**config.mk**
```make
export PLATFORM = sky130hd
export DESIGN_NAME = input_conditioner
export DESIGN_NICKNAME = d
export VERILOG_FILES = /design/src/rtl/input_conditioner_pkg.sv /design/src/rtl/input_conditioner_debounce_cell.sv /design/src/rtl/input_conditioner.sv
export SDC_FILE = /design/constraint.sdc
export NUM_CORES = 1
export LEC_CHECK = 0
export CAP_MARGIN = 5
export CORE_MARGIN = 2
export CORE_UTILIZATION = 25
export DETAILED_ROUTE_END_ITERATION = 7
export PLACE_DENSITY_LB_ADDON = 0.08
export SLEW_MARGIN = 0
export SYNTH_ARGS = -nofsm -noshare
export SYNTH_HDL_FRONTEND = slang
export SYNTH_SLANG_ARGS = --single-unit
export TNS_END_PERCENT = 1
```
**constraint.sdc**
```tcl
create_clock -name clk -period 0.8 [get_ports clk]
set_clock_uncertainty 0.05 [all_clocks]
set_input_delay 0.16 -clock clk [delete_from_list [all_inputs] [get_ports clk]]
set_output_delay 0.16 -clock clk [all_outputs]
set_load 0.05 [all_outputs]
```
**src/rtl/input_conditioner_pkg.sv**
```systemverilog
// Shared traffic-light definitions for the input conditioner.
// Holds the default debounce length, the button index constants and the
// order in which simultaneous button presses are granted.
// Optional debounce counters are enabled by INPUT_CONDITIONER_DEBOUNCE_EN.
package input_conditioner_pkg;

    // 10 ms at 50 MHz
    localparam int DEBOUNCE_CYCLES_DEFAULT = 500000;

    localparam int NUM_BTNS = 3;
    localparam int NUM_SWS  = 2;

    typedef enum logic [1:0] {
        BTN_AUTO   = 2'd0,
        BTN_NIGHT  = 2'd1,
        BTN_MANUAL = 2'd2
    } btn_idx_e;

    // Highest priority first: auto wins over night, night over manual
    localparam btn_idx_e PRIORITY_ORDER [NUM_BTNS] = '{BTN_AUTO, BTN_NIGHT, BTN_MANUAL};

    // Returns a one-hot grant for the highest-priority candidate; losers are dropped
    function automatic logic [NUM_BTNS-1:0] priority_pick(input logic [NUM_BTNS-1:0] cand);
        logic [NUM_BTNS-1:0] grant;
        grant = '0;
        for (int i = 0; i < NUM_BTNS; i++) begin
            if (cand[PRIORITY_ORDER[i]] && (grant == '0)) begin
                grant[PRIORITY_ORDER[i]] = 1'b1;
            end
        end
        return grant;
    endfunction

endpackage

```
**src/rtl/input_conditioner_debounce_cell.sv**
```systemverilog
// debounce_cell: two-flop synchronizer followed by an optional
// consecutive-stable-cycles debouncer for one mechanical input.
// With INPUT_CONDITIONER_DEBOUNCE_EN undefined the counter is compiled out
// and the level output is simply the synchronized input.
module debounce_cell
    import input_conditioner_pkg::*;
#(
    parameter int DEBOUNCE_CYCLES = DEBOUNCE_CYCLES_DEFAULT
) (
    input  logic clk,
    input  logic reset,
    input  logic raw,
    output logic level
);

    logic sync_meta;
    logic sync_out;

    // Bring the asynchronous raw input into the clk domain
    always_ff @(posedge clk) begin
        if (reset) begin
            sync_meta <= 1'b0;
            sync_out  <= 1'b0;
        end else begin
            sync_meta <= raw;
            sync_out  <= sync_meta;
        end
    end

`ifdef INPUT_CONDITIONER_DEBOUNCE_EN
    localparam int CW = $clog2(DEBOUNCE_CYCLES);
    localparam logic [CW-1:0] LAST_COUNT = CW'(DEBOUNCE_CYCLES - 1);

    logic          state;
    logic [CW-1:0] count;

    // Accept a new level only after it has differed from the current one for DEBOUNCE_CYCLES cycles
    always_ff @(posedge clk) begin
        if (reset) begin
            state <= 1'b0;
            count <= '0;
        end else if (sync_out == state) begin
            count <= '0;
        end else if (count == LAST_COUNT) begin
            state <= sync_out;
            count <= '0;
        end else begin
            count <= count + 1'b1;
        end
    end

    assign level = state;
`else
    assign level = sync_out;
`endif

endmodule

```
**src/rtl/input_conditioner.sv**
```systemverilog
// input_conditioner: conditions three push-buttons and two slide switches
// for the traffic-light mode controller. Each input is synchronized and
// debounced in its own debounce_cell; this level turns button presses into
// single-cycle, priority-resolved pulses and registers the switch levels.
// Debounce counters are present only with INPUT_CONDITIONER_DEBOUNCE_EN.
module input_conditioner
    import input_conditioner_pkg::*;
#(
    parameter int DEBOUNCE_CYCLES = DEBOUNCE_CYCLES_DEFAULT
) (
    input  logic clk,
    input  logic reset,
    input  logic btn1_raw,
    input  logic btn2_raw,
    input  logic btn3_raw,
    input  logic sw1_raw,
    input  logic sw2_raw,
    output logic btn1,
    output logic btn2,
    output logic btn3,
    output logic sw1,
    output logic sw2
);

    localparam int NUM_INPUTS = NUM_BTNS + NUM_SWS;

    logic [NUM_INPUTS-1:0] raw_bus;
    logic [NUM_INPUTS-1:0] levels;
    logic [NUM_BTNS-1:0]   btn_level;
    logic [NUM_BTNS-1:0]   btn_prev;
    logic [NUM_BTNS-1:0]   btn_cand;
    logic [NUM_BTNS-1:0]   btn_grant;
    logic [NUM_BTNS-1:0]   btn_out;
    logic [NUM_SWS-1:0]    sw_out;

    assign raw_bus = {sw2_raw, sw1_raw, btn3_raw, btn2_raw, btn1_raw};

    for (genvar g = 0; g < NUM_INPUTS; g++) begin : g_cell
        debounce_cell #(
            .DEBOUNCE_CYCLES(DEBOUNCE_CYCLES)
        ) u_cell (
            .clk   (clk),
            .reset (reset),
            .raw   (raw_bus[g]),
            .level (levels[g])
        );
    end

    assign btn_level = levels[NUM_BTNS-1:0];
    assign btn_cand  = btn_level & ~btn_prev;
    assign btn_grant = priority_pick(btn_cand);

    // Remember last debounced button levels and register the granted pulse and switch levels
    always_ff @(posedge clk) begin
        if (reset) begin
            btn_prev <= '0;
            btn_out  <= '0;
            sw_out   <= '0;
        end else begin
            btn_prev <= btn_level;
            btn_out  <= btn_grant;
            sw_out   <= levels[NUM_INPUTS-1:NUM_BTNS];
        end
    end

    assign btn1 = btn_out[BTN_AUTO];
    assign btn2 = btn_out[BTN_NIGHT];
    assign btn3 = btn_out[BTN_MANUAL];
    assign sw1  = sw_out[0];
    assign sw2  = sw_out[1];

endmodule

```
* After elaboration in Yosys (flattened, before gate mapping) *
Index checks and enable logic that the tools add are counted.

storage, ports and cells
  bits of input ports = 7
  output and inout bits = 5
  logic and storage cells = 22
  bits in registers = 18

cells by class
  bitwise logic cells = 3
  mux-type cells = 3
  reductions and logical operators = 3

operators with widths
  operator           number
  $and 3x3->3        1
  $mux 1             3
  $not 3->3          1
  $logic_and 1x1->1  2
  $logic_not 2->1    1
  $not 1->1          1

* Depth between registers and ports, before layout *
  depth after elaboration = 9
  mapped depth = 2
  mapped depth without buffers = 2

* Hierarchy *
From an unflattened synthesis, not the netlist that was laid out.

unflattened totals
  cells, all modules = 38
  area total of the unflattened synthesis = 515.5 um^2

modules (own cells, without submodules)
  module             instances  area each (um^2)  cells each  seq. area each (um^2)
  debounce_cell      5          52.6              4           40.0
  input_conditioner  1          252.7             18          160.2

* Worst setup path before layout *
Ideal clock, no wire load.

  path kind = reg-to-reg
  from = reg g_cell[0].u_cell.sync_out
  to = reg btn_out[2]
  path buffers = 0
  data required time = 621 ps
  arrival time = 624 ps
  setup time = 129 ps
  period minus slack after synthesis = 803 ps
  cell stages (with the launch flop) = 3
  path slack = -3 ps
  cells stage by stage = dfxtp_1 -> nor2b_1 -> nor4b_4

on the way
  longest elaborated chain between the ends = 8

ends and longest elaborated chain
  what                      line                                   RTL
  start: declaration        input_conditioner_debounce_cell.sv:17  logic sync_out;
  start signal: assignment  input_conditioner_debounce_cell.sv:26  sync_out <= sync_meta;
  $and 3x3->3 *             input_conditioner.sv:50                assign btn_cand = btn_level & ~btn_prev;
  $mux 1 *                  input_conditioner_pkg.sv:27            if (cand[PRIORITY_ORDER[i]] && (grant == '0)) begin
  $not 1->1                 input_conditioner_pkg.sv:27
  $logic_and 1x1->1         input_conditioner_pkg.sv:27
  $mux 1                    input_conditioner_pkg.sv:27
  $logic_not 2->1 *         input_conditioner_pkg.sv:27
  $logic_and 1x1->1 *       input_conditioner_pkg.sv:27
  $mux 1 *                  input_conditioner_pkg.sv:27
  end signal: assignment    input_conditioner.sv:61                btn_out <= btn_grant;
  end: declaration          input_conditioner.sv:33                logic [NUM_BTNS-1:0] btn_out;

Every way passes the cells marked *; elsewhere a longest branch is shown, timed or not.
A chain may end at the register's enable or synchronous reset.

* Worst setup path in the final report *
  from = reg btn_out[1]
  to = out btn2

RTL lines
  what              line                     RTL
  end: declaration  input_conditioner.sv:19  output logic btn2,

No word-level cell between the ends.

==> flow_summary.yaml <==
drt:
  routed_via_density: 3.51
  drtPass1Iterations: 1
  drt_wl_total_um: 603
  ant_nets: 0
  remaining_drc_errors: 0
  first_iter_violations: 0
  post_drt_wl_per_cell_um: 7.35
  vias: 288
sta:
  drv_slew: 0
  slew-limit-headroom: 0.790
  worst_slack_ns: -0.166
  min_period_over_period: 1.21
  finalSetupViolations: 7
  worst_pin_slew_ns: 0.315
  min_period_ns: 0.966
  rsz0062_at_grt: "yes"
  max_freq_mhz: 1040
  final_hold_viol_count: 0
global_routing:
  grt_pass1_wl_um: 1110
  antenna_found_initial: 0
  grt_overflow: 0
  grt_max_degree: 11
  grt_util_all_layers: 0.0609
  grt_pass1_vias: 295
layout:
  antenna_cells: 0
  drive_above_1_share: 0.364
  nNetsFinal: 64
  final_cells: 82
  area_growth_pct: 44.7
yosys:
  synth_area_per_cell_um2: 13.5
  async_flop_share: 0
  synthXorXnorAreaFrac: 0
  ys.flop_type: "dfxtp_1"
  synth_top_family_by_area: "simple AND/OR/NAND/NOR gates"
  synthMuxAreaShare: 0
  syn_area_um2: 527
  synth_cells: 39
  synth_area_leaders: "dfxtp_1 68%, nor2b_1 17%, nor4b_4 4.5%"
  post-synth-top-area-fraction: 0.684
  synth-compound-area-share: 0
  synth_common_cells: "18 x dfxtp_1, 14 x nor2b_1, 3 x and2b_1"
  synthSimpleGateAreaFrac: 0.295
  synth_edf_count: 0
  yosysWarnings: 0
  synth_nets: 46
  synth_fa_ha_area_frac: 0
  synth_area_leader_cell: "dfxtp_1"
  ys_ff_latch: 18
  seq_area_frac_synth: 0.684
  synth_most_common_cell: "dfxtp_1"
  synth.distinct_cells: 7
place:
  place_inst: 79
  hpwl_um: 487
  numPortBuffers: 11
  preCtsSetupSlack_ns: -0.465
  gp_congestion: 0.627
critical_path:
  crit_chain: "buf_12"
  cp_slowest_cell: "dfxtp_2"
  worst-setup-path-type: "reg -> out"
  worstSetupEndpointType: "output pin"
  reg2regPathDepth: 2
  start_kind: "flip-flop"
  worstPathRequired_ns: 0.59
  critical-path-top-delay-family: "flip-flops"
  reg2reg_slack_ns: -0.04
  r2r_start: "g_cell[0].u_cell.level"
  reg2reg_to: "btn_out[2]"
  cp_max_fo: 1
  crit_buf_inv: 1
  cpPeakStageDelay_ns: 0.35
  arrival_ns: 0.76
outcome:
  status: "complete, but fails checks"
  failed_checks: "negative setup slack"
die:
  die_w_um: 49.9
  die_h_um: 49.9
  ios: 12
  rows: 16
  die_area_mm2: 0.00249
  start_util: 0.266
  core_mm2: 0.00198
job:
  drv_cap: 0
power:
  peakVddDrop_mv: 1.03
  power_density_mw_per_mm2: 1950
  power.leakage_uw: 0.000307
  design_power_total_uw: 1480
cts:
  cts.path.max_buffers: 2
  cts_htree_levels: 1
  post_cts_buffers: 0
  cts-root-buf: "clkbuf_4"
  clk_latency_ns: 0.27
  numClockSinks: 18
  cts_buffers: 3
  ctsHoldBuffers: 0
  cts_tree: "done"
  clk_pin_slew_ns: 0.09
hold_path:
  hold_end: "g_cell[3].u_cell.level"
  hold_path.class: "in -> reg"
  holdCritStartpoint: "reset"
  hold_depth: 2
-- layout by cell type, fill, tap and decap left out --
master | Yosys | final
dlygate4sd2_1 | 0 | 1
dfxtp_2 | 0 | 5
buf_4 | 0 | 3
and2b_1 | 3 | 3
nor2b_2 | 1 | 2
clkbuf_4 | 0 | 3
buf_12 | 0 | 5
clkdlybuf4s50_1 | 0 | 5
nor2b_1 | 14 | 13
nor4b_4 | 1 | 1
dfxtp_1 | 18 | 13
nor3b_2 | 1 | 1
-- area by class of cell --
type | count | area (µm²)
Timing Repair Buffer | 14 | 181
Clock buffer | 3 | 22.5
Sequential cell | 18 | 367
Tap cell | 27 | 33.8
Fill cell | 203 | 1220
Multi-Input combinational cell | 20 | 158
-- registers in the layout, indices dropped and copies added (netlist names) --
signal                   count
btn_out                      3
g_cell.u_cell.sync_meta      5
g_cell.u_cell.level          5
sw_out                       2
btn_prev                     3
-- per-stage QoR --
stage / instance area (µm²) / hold slack (ns) / TNS [ns] / utilization
finish: 762 / 0.330 / -0.871 / 0.384
global route: 762 / 0.343 / -1.15 / 0.384
floorplan: 529 / 0.182 / 0 / -
detailed placement: 734 / 0.382 / -6.97 / 0.371
global placement: 734 / 0.369 / -6.68 / 0.371
CTS: 762 / 0.323 / -0.998 / 0.384
-- per-layer routing --
layer / routed length, µm / track usage / part of all wire
met3: 45 / 0.0303 / 0.075
met4: 0 / 0.0556 / 0
met2: 306 / 0.0822 / 0.51
met5: 0 / 0 / 0
met1: 251 / 0.0688 / 0.42
-- worst max-delay path by stage --
stage / from / end / slack [ns] / cells past startpoint
floorplan: g_cell[0].u_cell.level / btn_out[2] / 0.002 / 2
global placement: reset / btn_out[2] / -0.44 / 3
detailed placement: reset / btn_out[2] / -0.46 / 3
CTS: btn_out[1] / btn2 / -0.19 / 1
global route: btn_out[1] / btn2 / -0.21 / 1
finish: btn_out[1] / btn2 / -0.17 / 1
-- report_power, final --
part           switching, µW  internal (µW)  total [µW]
Clock                    237            174         411
Combinational           50.6           80.6         131
Sequential              11.9            930         942
-- repair_timing --
action                                  4_1_cts  5_1_grt
gates resized for setup                       6        0
endpoints found under the hold margin         0        0
endpoints found under the setup margin       18        7
-- cell families after synthesis --
| family | after synthesis |
|---|---|
| flops | 18 |
| buf+inv | 1 |
| simple gates | 20 |
Power figures use the tool's default switching activity.
